### config.mk
export PLATFORM = sky130hd
export DESIGN_NAME = dmem_port_arbiter
export DESIGN_NICKNAME = d
export VERILOG_FILES = /design/src/rtl/dmem_port_arbiter.sv
export SDC_FILE = /design/constraint.sdc
export NUM_CORES = 1
export LEC_CHECK = 0
export ABC_AREA = 1
export BUFFER_PORTS_ARGS = -buffer_cell sky130_fd_sc_hd__buf_2
export CAP_MARGIN = 20
export CORE_AREA = 3 3 109 111
export DETAILED_ROUTE_END_ITERATION = 10
export DIE_AREA = 0 0 112 114
export PLACE_DENSITY = 0.61
export SYNTH_ARGS = -nofsm -noshare
export SYNTH_HDL_FRONTEND = slang
export SYNTH_SLANG_ARGS = --single-unit
### constraint.sdc
create_clock -name clk -period 1.65 [get_ports clk]
set_input_delay 0.165 -clock clk [delete_from_list [all_inputs] [get_ports clk]]
set_output_delay 0.165 -clock clk [all_outputs]
set_load 0.03 [all_outputs]
### src/rtl/dmem_port_arbiter.sv
// rtl/dmem_port_arbiter.sv - CORE/DMA arbiter for memory data port 2 with starvation and burst limits
module dmem_port_arbiter #(
  parameter int MAX_WAIT  = 8,
  parameter int MAX_BURST = 16
) (
  input  logic        clk,
  input  logic        rst_n,
  input  logic        core_req,
  input  logic        core_we,
  input  logic [3:0]  core_wmask,
  input  logic [31:0] core_addr,
  input  logic [31:0] core_wdata,
  output logic        core_gnt,
  output logic        core_rvalid,
  input  logic        dma_req,
  input  logic        dma_we,
  input  logic [3:0]  dma_wmask,
  input  logic [31:0] dma_addr,
  input  logic [31:0] dma_wdata,
  input  logic        dma_lock,
  output logic        dma_gnt,
  output logic        dma_rvalid,
  output logic [31:0] rdata,
  output logic        mem_we,
  output logic [3:0]  mem_wmask,
  output logic [31:0] mem_addr,
  output logic [31:0] mem_wdata,
  input  logic [31:0] mem_rdata
);

  typedef enum logic {ST_OPEN = 1'b0, ST_BURST = 1'b1} state_t;

  localparam logic [7:0] L_MAX_WAIT  = 8'(MAX_WAIT);
  localparam logic [7:0] L_MAX_BURST = 8'(MAX_BURST);

  state_t      r_state;
  state_t      w_state_nxt;
  logic [7:0]  r_wait_cnt;
  logic [7:0]  w_wait_cnt_nxt;
  logic [7:0]  r_burst_cnt;
  logic [7:0]  w_burst_cnt_nxt;
  logic        w_core_gnt;
  logic        w_dma_gnt;
  logic        w_force_dma;
  logic        w_open_arb;
  logic        w_rd_grant;
  logic        r_core_rvalid;
  logic        r_dma_rvalid;
  logic [31:0] r_rdata;

  // DMA has waited long enough that it wins over CORE in the open state
  assign w_force_dma = (r_wait_cnt == L_MAX_WAIT);

  // Grant decision and next state; leaving BURST falls through to open arbitration in the same cycle
  always_comb begin
    w_state_nxt     = r_state;
    w_burst_cnt_nxt = r_burst_cnt;
    w_core_gnt      = 1'b0;
    w_dma_gnt       = 1'b0;
    w_open_arb      = 1'b0;

    if (r_state == ST_BURST) begin
      if (dma_req && dma_lock) begin
        if (r_burst_cnt < L_MAX_BURST) begin
          w_dma_gnt       = 1'b1;
          w_burst_cnt_nxt = r_burst_cnt + 8'd1;
        end else if (core_req) begin
          // one CORE slot after a full burst, then DMA resumes
          w_core_gnt      = 1'b1;
          w_burst_cnt_nxt = 8'd0;
        end else begin
          w_dma_gnt       = 1'b1;
          w_burst_cnt_nxt = 8'd1;
        end
      end else begin
        w_state_nxt     = ST_OPEN;
        w_burst_cnt_nxt = 8'd0;
        w_open_arb      = 1'b1;
      end
    end else begin
      w_open_arb = 1'b1;
    end

    if (w_open_arb) begin
      if (dma_req && (w_force_dma || !core_req)) begin
        w_dma_gnt = 1'b1;
        if (dma_lock) begin
          w_state_nxt     = ST_BURST;
          w_burst_cnt_nxt = 8'd1;
        end
      end else if (core_req) begin
        w_core_gnt = 1'b1;
      end
    end
  end

  // Starvation counter: counts cycles DMA is left pending, saturates at the force threshold
  always_comb begin
    w_wait_cnt_nxt = 8'd0;
    if (dma_req && !w_dma_gnt) begin
      if (r_wait_cnt == L_MAX_WAIT) begin
        w_wait_cnt_nxt = r_wait_cnt;
      end else begin
        w_wait_cnt_nxt = r_wait_cnt + 8'd1;
      end
    end
  end

  // Steer the granted requester onto the memory pins; idle pins are held at zero
  always_comb begin
    mem_we    = 1'b0;
    mem_wmask = 4'h0;
    mem_addr  = 32'h0;
    mem_wdata = 32'h0;
    if (w_core_gnt) begin
      mem_we    = core_we;
      mem_wmask = core_we ? core_wmask : 4'h0;
      mem_addr  = core_addr;
      mem_wdata = core_wdata;
    end else if (w_dma_gnt) begin
      mem_we    = dma_we;
      mem_wmask = dma_we ? dma_wmask : 4'h0;
      mem_addr  = dma_addr;
      mem_wdata = dma_wdata;
    end
  end

  assign w_rd_grant = (w_core_gnt && !core_we) || (w_dma_gnt && !dma_we);

  // Arbitration state and counters
  always_ff @(posedge clk or negedge rst_n) begin
    if (!rst_n) begin
      r_state     <= ST_OPEN;
      r_wait_cnt  <= 8'd0;
      r_burst_cnt <= 8'd0;
    end else begin
      r_state     <= w_state_nxt;
      r_wait_cnt  <= w_wait_cnt_nxt;
      r_burst_cnt <= w_burst_cnt_nxt;
    end
  end

  // Capture read data at the end of a read grant and flag its owner for one cycle
  always_ff @(posedge clk or negedge rst_n) begin
    if (!rst_n) begin
      r_rdata       <= 32'h0;
      r_core_rvalid <= 1'b0;
      r_dma_rvalid  <= 1'b0;
    end else begin
      r_core_rvalid <= w_core_gnt && !core_we;
      r_dma_rvalid  <= w_dma_gnt && !dma_we;
      if (w_rd_grant) begin
        r_rdata <= mem_rdata;
      end
    end
  end

  assign core_gnt    = w_core_gnt;
  assign dma_gnt     = w_dma_gnt;
  assign core_rvalid = r_core_rvalid;
  assign dma_rvalid  = r_dma_rvalid;
  assign rdata       = r_rdata;

endmodule

==> results of run 1 <==
## registers in the layout, indices dropped and copies added (netlist names)
signal and count:
core_rvalid 1, r_state 1, r_burst_cnt 8, dma_rvalid 1, rdata 32, r_wait_cnt 8
## kinds of logic after synthesis
kind of cell,share of synthesized area
simple gates,0.469
flops,0.412
buf+inv,0.0662
compound gates,0.0242
xor+xnor,0.0170
fa+ha+maj,0.0121
## how the worst min path moves through the flow
stage | to | cells after the start | slack [ps] | start
final | rdata[8] | 3 | 50 | mem_rdata[8]
after global routing | rdata[12] | 3 | 40 | mem_rdata[12]
after CTS | rdata[8] | 3 | 30 | mem_rdata[8]
after detailed placement | dma_rvalid | 2 | 170 | rst_n
after global placement | r_burst_cnt[2] | 2 | 180 | rst_n
after floorplan | core_rvalid | 0 | -130 | rst_n
## final cells by class
class                      count  area (sq um)  share of cell area
timing repair buffer         322          2320               0.392
clock buffer                   6          82.6              0.0140
inverter                      17          71.3              0.0121
clock inverter                 1          5.00            0.000847
tap                          140           175              0.0297
sequential                    51          1280               0.216
multi-input combinational    382          1980               0.335
## cell usage in the layout, fill, tap and decap left out, types with 2 or more instances in the layout
| cell type | synthesis | final |
|---|---|---|
| buf_2 | 14 | 208 |
| nand2_1 | 286 | 197 |
| nand2_2 | 1 | 81 |
| buf_6 | 1 | 52 |
| dfrtp_1 | 51 | 51 |
| buf_4 | 8 | 45 |
| nand3_1 | 42 | 41 |
| nor2_1 | 19 | 16 |
| inv_1 | 15 | 14 |
| nand2_4 | 3 | 10 |
| clkbuf_8 | 0 | 6 |
| clkbuf_16 | 0 | 6 |
| buf_12 | 0 | 6 |
| o21ai_0 | 6 | 5 |
| nor2_4 | 1 | 3 |
| xor2_1 | 3 | 3 |
| xnor2_1 | 3 | 3 |
| nand2_8 | 0 | 3 |
| nor3_1 | 3 | 3 |
| a21oi_1 | 3 | 3 |
| buf_8 | 0 | 3 |
| inv_2 | 2 | 2 |
| nand3_4 | 0 | 2 |
| nor2_2 | 1 | 2 |
| o21ai_2 | 0 | 2 |
| ha_1 | 3 | 2 |
## worst min-delay path: stages
cell and delay [ps]:
buf_2 70, nand2_1 40, nand2_1 40
## metrics by stage
| step | utilization | cells | hold slack [ps] | setup WS [ps] | power [mW] |
|---|---|---|---|---|---|
| final | 0.543 | 919 | 48.3 | -420 | 4.45 |
| after global routing | 0.543 | 919 | 40.8 | -509 | 4.70 |
| after CTS | 0.502 | 907 | 34.9 | -442 | 4.31 |
| after detailed placement | 0.462 | 898 | 175 | -214 | 3.38 |
| after global placement | 0.462 | 898 | 177 | -133 | 3.36 |
| after floorplan | - | 472 | -131 | -38.2 | 2.68 |
## metal layers
layer,vias up,routed length (um),share of wire
met5,-,13,0.00093
met4,2,328,0.024
met3,29,1130,0.081
met2,196,6970,0.50
met1,1862,5480,0.39
li1,2072,-,-
## what timing repair did
item	4_1_cts	5_1_grt
pin swaps	0	2
endpoints found under the hold margin	51	0
setup endpoints to repair	103	116
buffers inserted	0	2
gates cloned	1	10
hold buffers	1	0
resized for setup	108	60
## report_power, final
part / switching [mW] / internal [mW]
Clock: 0.392 / 0.330
Combinational: 1.35 / 0.879
Sequential: 0.0896 / 1.41
==> impl_metrics.yaml, run 1 <==
timing:
  slew_headroom: 0.786
  tns_ps: -33180
  setup_viol: 104
  timing.final.ws_setup_ps: -420
  max_clock_freq_ghz: 0.483
  worst_pin_slew_ps: 321
  final.period_utilization: 1.25
  rsz0062_at_grt: "yes"
  hold_viol: 0
  slew_viol_final: 0
  period_needed_ps: 2070
  skew_ps: 10.7
global_routing:
  busiest_layer: "met2"
  grt_pass1_vias: 3956
  grtUsageMet3: 0.0424
  grt_pass1_wl_um: 19500
  grt_max_degree: 52
  met2_usage: 0.324
  use_met1: 0.234
  track_usage: 0.186
  antenna_found_initial: 1
  grt_overflow: 0
critical_path:
  crit_end: "mem_addr[25]"
  cp-end-kind: "output pin"
  worstSetupPathDepth: 11
  timing.rr.end: "rdata[19]"
  critical_path_class: "reg2out"
  critPathTopFamily: "buffers and inverters"
  r2r_cells: 12
  rr_startpoint: "r_wait_cnt[1]"
  critical_path.startpoint_type: "register"
  path_buf_inv: 4
  cp_max_fo: 10
  arrival_ps: 1910
  max_stage_delay_ps: 380
  crit_path_start: "r_wait_cnt[1]"
  worst_path_max_delay_cell: "dfrtp_1"
  r2r_setup_slack_ps: -230
  cp.required_ps: 1480
  cpMostUsedCell: "nand2_4"
  cp_cell_sequence: "inv_1, ha_4, nand3_4, o21ai_2, nand2_4, nand2_4, inv_8, clkbuf_16, nand2_1, nand2_2, buf_6"
cts:
  clockBufferDepth: 2
  cts_buffers: 5
  htree_levels: 2
  path_clk_slew_ps: 90
  cts.sinks: 51
  cts_tree: "yes"
  cts-root-buf: "clkbuf_8"
  clkLatencyLatePin_ps: 310
yosys:
  post-synth-top-count-cell: "nand2_1"
  synth_common_cells: "nand2_1, dfrtp_1, nand3_1, nor2_1, inv_1"
  synthFlopType: "dfrtp_1"
  synth_top_cell_area_share: 0.412
  ys_seq_area_frac: 0.412
  synth_top_cell_by_area: "dfrtp_1"
  synth_area_per_cell_sq_um: 6.56
  syn_area_sq_mm: 0.00310
  synthCells: 472
  synth_nets: 650
  netlist_top_cells_area: "dfrtp_1, nand2_1, nand3_1"
  ys_ff_latch: 51
  synthDistinctLibCells: 26
  async_flop_share: 1.00
  ys_warn_count: 0
  synth_edf_count: 0
status:
  violations: "setup timing"
  status: "finished, violations left"
placed_design:
  gp_congestion: 0.999
  hpwl_um: 10100
  port-buffer-count: 279
  placed_area_sq_mm: 0.00503
drt:
  wl_per_cell_um: 15.1
  ant_nets: 0
  vias: 4161
  wl_um: 13900
  vias_per_cell: 4.53
  drc_errors: 0
  drt_iter0_drc: 271
  drt_pass1_iterations: 4
cells_and_area:
  fin_nets: 957
  drive_gt1_frac: 0.558
  num_antenna_cells: 0
  final_area_sq_mm: 0.00591
  nFillCells: 1035
  area_growth_pct: 90.7
floorplan:
  ios: 280
  rows: 38
  die_area_sq_mm: 0.0128
  die_h_um: 114
  design.core.area_sq_mm: 0.0109
  start_util: 0.285
  die_x_um: 112
min_path:
  worstHoldPathType: "in2reg"
pwr:
  p_leak_nw: 3.39
  peakVddDrop_v: 0.000737
  p_per_area_mw_per_mm2: 753
flow_run:
  cap_violations: 0
Note: power is estimated with default switching activity, not from simulation.
==> run 2, diff against run 1 <==
==> constraint.sdc (replaced) <==
create_clock -name clk -period 1.8 [get_ports clk]
set_input_delay 0.18 -clock clk [delete_from_list [all_inputs] [get_ports clk]]
set_output_delay 0.18 -clock clk [all_outputs]
set_load 0.005 [all_outputs]
==> impl_metrics.yaml, run 2 (synthesized netlist as in run 1, its figures left out) <==
drt:
  drc_errors: 0
  vias_per_cell: 4.60
  vias: 4295
  drt_iter0_drc: 282
  wl_per_cell_um: 15.1
  drt_pass1_iterations: 5
  ant_nets: 0
  wl_um: 14100
cts:
  cts_tree: "yes"
  htree_levels: 2
  cts_buffers: 5
  path_clk_slew_ps: 90
  clockBufferDepth: 2
  clkLatencyLatePin_ps: 310
  cts-root-buf: "clkbuf_8"
  cts.sinks: 51
critical_path:
  r2r_setup_slack_ps: -140
  cp-end-kind: "output pin"
  worstSetupPathDepth: 11
  crit_path_start: "r_wait_cnt[0]"
  path_buf_inv: 4
  cp_cell_sequence: "inv_2, ha_4, nand3_4, o21ai_2, nand2_2, nand2_4, inv_8, clkbuf_16, nand2_1, nand2_2, buf_2"
  cp_max_fo: 11
  cpMostUsedCell: "nand2_2"
  max_stage_delay_ps: 400
  critical_path.startpoint_type: "register"
  critical_path_class: "reg2out"
  rr_startpoint: "r_wait_cnt[0]"
  worst_path_max_delay_cell: "dfrtp_1"
  crit_end: "mem_addr[21]"
  critPathTopFamily: "simple AND/OR/NAND/NOR gates"
  timing.rr.end: "r_burst_cnt[2]"
  r2r_cells: 14
  arrival_ps: 1950
  cp.required_ps: 1620
cells_and_area:
  mostFrequentLayoutCells: "buf_2, nand2_1, dfrtp_1"
  area_growth_pct: 78.4
  largest_reg_flops: 32
  layout_commonest_cell: "buf_2"
  nFillCells: 1081
  num_antenna_cells: 0
  fin_nets: 971
  drive_gt1_frac: 0.485
  final_area_sq_mm: 0.00553
timing:
  final.period_utilization: 1.18
  slew_headroom: 0.792
  worst_pin_slew_ps: 312
  timing.final.ws_setup_ps: -327
  setup_viol: 113
  hold_viol: 0
  rsz0062_at_grt: "yes"
  skew_ps: 7.38
  slew_viol_final: 0
  period_needed_ps: 2130
  max_clock_freq_ghz: 0.470
floorplan:
  die_area_sq_mm: 0.0128
  start_util: 0.285
  rows: 38
  die_x_um: 112
  die_h_um: 114
  design.core.area_sq_mm: 0.0109
  ios: 280
status:
  status: "finished, violations left"
  violations: "setup timing"
placed_design:
  port-buffer-count: 279
  hpwl_um: 10100
  placed_area_sq_mm: 0.00475
  post-place-ws_ps: -13.1
  gp_congestion: 0.935
global_routing:
  grt_pass1_wl_um: 19900
  grt_pass1_vias: 3963
  grt_overflow: 0
  track_usage: 0.190
  grt_max_degree: 52
  antenna_found_initial: 0
pwr:
  peakVddDrop_v: 0.000488
  p_per_area_mw_per_mm2: 604
  p_leak_nw: 3.38
flow_run:
  cap_violations: 0
min_path:
  worstHoldPathType: "in2reg"
==> run 2: metrics by stage <==
stage                     utilization  std cells  TNS (ps)  hold slack (ps)  power [mW]
final                           0.508        934    -22400             62.8        3.34
after global routing            0.508        934    -33850             56.0        3.57
after CTS                       0.464        912    -16380             57.2        3.22
after detailed placement        0.436        892     -54.8              194        2.49
after global placement          0.436        892         0              188        2.47
after floorplan                     -        472         0             -116        1.85
==> run 2: worst min-delay path by stage <==
stage	slack, ps	cells past startpoint	startpoint	endpoint
finish	60	3	mem_rdata[0]	rdata[0]
global route	60	3	mem_rdata[0]	rdata[0]
CTS	60	3	mem_rdata[31]	rdata[31]
detailed placement	190	2	rst_n	core_rvalid
global placement	190	2	rst_n	core_rvalid
floorplan	-120	0	rst_n	core_rvalid
==> run 2: final cells by class <==
type                    count  area [sq um]  area share
repair buffers            333          2060       0.373
multi-input cells         385          1860       0.336
flip-flops and latches     51          1280       0.231
well taps                 140           175      0.0317
clock buffers               6          72.6      0.0131
inverters                  17          71.3      0.0129
clock inverters             2          12.5     0.00226
==> run 2: routing by layer <==
metal,vias up,global-route usage,share of wire
li1,2097,-,-
met2,201,0.340,0.52
met4,0,0.0401,0.010
met3,12,0.0414,0.086
met5,-,0,0
met1,1985,0.236,0.38
==> run 2: timing repair <==
action | in CTS | in global routing
gates resized for setup | 28 | 51
endpoints found under the hold margin | 51 | 0
hold buffers | 1 | 0
cloned | 1 | 10
pin swaps | 8 | 16
endpoints found under the setup margin | 82 | 115
buffers inserted | 10 | 13
==> run 2: report_power, final <==
group | switching [mW] | leakage, nW | total [mW] | internal, mW
sequential | 0.0878 | 0.654 | 1.38 | 1.29
clock | 0.384 | 0.0412 | 0.656 | 0.273
combinational | 0.655 | 2.69 | 1.30 | 0.650
==> run 2: worst min-delay path: cells and delay by family <==
family,cells,cell delay (ps)
and+or+nand+nor,2,80
buffers and inverters,1,80
==> run 3, diff against run 2 <==
--- a/config.mk
+++ b/config.mk
@@ -11,7 +11,8 @@
 export CORE_AREA = 3 3 109 111
 export DETAILED_ROUTE_END_ITERATION = 10
 export DIE_AREA = 0 0 112 114
-export PLACE_DENSITY = 0.61
+export PLACE_DENSITY = 0.69
 export SYNTH_ARGS = -nofsm -noshare
 export SYNTH_HDL_FRONTEND = slang
 export SYNTH_SLANG_ARGS = --single-unit
+export TNS_END_PERCENT = 5
==> impl_metrics.yaml, run 3 (synthesized netlist as in run 1, its figures left out) <==
status:
  status: "finished, violations left"
  violations: "setup timing"
floorplan:
  die_x_um: 112
  ios: 280
  rows: 38
  die_area_sq_mm: 0.0128
  start_util: 0.285
  design.core.area_sq_mm: 0.0109
  die_h_um: 114
cells_and_area:
  fin_nets: 943
  area_growth_pct: 66.6
  final_area_sq_mm: 0.00516
  nFillCells: 1090
  layout_commonest_cell: "buf_2"
  largest_reg_flops: 32
  mostFrequentLayoutCells: "buf_2, nand2_1, dfrtp_1"
  regArea_sq_mm: 0.00128
  multi_input_area_sq_mm: 0.00172
  num_antenna_cells: 0
  drive_gt1_frac: 0.452
timing:
  max_clock_freq_ghz: 0.487
  final.period_utilization: 1.14
  skew_ps: 5.87
  hold_viol: 0
  slew_viol_final: 0
  worst_pin_slew_ps: 641
  rsz0062_at_grt: "yes"
  slew_headroom: 0.573
  setup_viol: 71
  timing.final.ws_setup_ps: -253
  period_needed_ps: 2050
global_routing:
  antenna_found_initial: 0
  grt_pass1_wl_um: 18300
  grt_max_degree: 52
  track_usage: 0.172
  grt_overflow: 0
  grt_pass1_vias: 3728
placed_design:
  gp_congestion: 0.876
  port-buffer-count: 279
  hpwl_um: 9080
  placed_area_sq_mm: 0.00471
  post-place-ws_ps: 27.6
drt:
  drt_iter0_drc: 275
  wl_per_cell_um: 13.5
  vias: 3967
  drt_pass1_iterations: 4
  drc_errors: 0
  wl_um: 12200
  ant_nets: 0
  vias_per_cell: 4.38
pwr:
  p_leak_nw: 3.21
  p_per_area_mw_per_mm2: 658
  power_frac_seq: 0.404
  p_sw_frac: 0.314
  combPwrFrac: 0.345
  peakVddDrop_v: 0.000484
  power.share.clock: 0.251
  internal-power_mw: 2.33
  p_switching_mw: 1.07
critical_path:
  cpMostUsedCell: "nand2_1"
  cp_cell_sequence: "inv_1, ha_2, nand3_2, o21ai_2, nand2_4, nand2_8, clkbuf_16, nand2_1, nand2_1, buf_2"
  worst_path_max_delay_cell: "dfrtp_1"
  max_stage_delay_ps: 380
  arrival_ps: 1870
  rr_startpoint: "r_wait_cnt[1]"
  cp_max_fo: 18
  critPathTopFamily: "simple AND/OR/NAND/NOR gates"
  cp-end-kind: "output pin"
  crit_path_start: "r_wait_cnt[1]"
  critical_path.startpoint_type: "register"
  critical_path_class: "reg2out"
  path_buf_inv: 3
  cp.required_ps: 1620
cts:
  cts_buffers: 5
  clockBufferDepth: 2
  htree_levels: 2
  cts_tree: "yes"
  path_clk_slew_ps: 100
  clkLatencyLatePin_ps: 300
  cts-root-buf: "clkbuf_8"
  cts.sinks: 51
min_path:
  hp-start: "mem_rdata[10]"
  worstHoldPathType: "in2reg"
flow_run:
  cap_violations: 0
-- run 3: final timing paths --
kind / slack (ps) / endpoint / cells after the start
worst max register to register: 60 / r_burst_cnt[3] / 12
min in group asynchronous: 500 / rdata[20] / 3
max in group asynchronous: 860 / rdata[25] / 3
worst max-delay path: -250 / mem_wdata[16] / 10
worst min register to register: 510 / rdata[20] / 2
worst min-delay path: 60 / rdata[10] / 3
-- run 3: metal layers --
metal	part of all wire	vias up	global-route usage
li1	-	2042	-
met1	0.42	1735	0.231
met2	0.48	180	0.287
met3	0.086	10	0.0387
met4	0.0098	0	0.0321
met5	0	-	0
-- run 3: layout make-up --
type / count / area share
tap: 140 / 0.0339
timing repair buffer: 309 / 0.348
clock buffer: 6 / 0.0160
sequential: 51 / 0.247
clock inverter: 2 / 0.00752
inverter: 17 / 0.0138
multi-input combinational: 381 / 0.333
-- run 3: power by group through the flow --
stage / clock (mW) / sequential, mW / combinational (mW)
final: 0.853 / 1.37 / 1.17
after global routing: 0.936 / 1.39 / 1.31
after CTS: 0.879 / 1.37 / 1.13
after detailed placement: 0 / 1.38 / 1.07
after global placement: 0 / 1.39 / 1.06
after floorplan: 0 / 1.40 / 0.443
-- run 3: tightest hold or removal path: cells and delay by family --
family / cells / cell delay [ps]
buffers and inverters: 1 / 70
and+or+nand+nor: 2 / 80
-- run 3: timing repair --
action,CTS,global route
cloned,2,2
hold buffers,1,0
buffers inserted,4,2
endpoints found under the hold margin,51,0
pin swaps,7,4
setup endpoints to repair,71,108
gates resized for setup,22,24
-- run 3: through the flow --
stage                     hold slack, ps  TNS (ps)  utilization  instances  power, mW
after global placement               330         0        0.432        887       2.45
after detailed placement             329         0        0.432        887       2.45
after global routing                44.6    -25460        0.474        906       3.64
after floorplan                     -116         0            -        472       1.85
after CTS                           49.6    -13770        0.459        902       3.38
final                               59.1    -15700        0.474        906       3.40
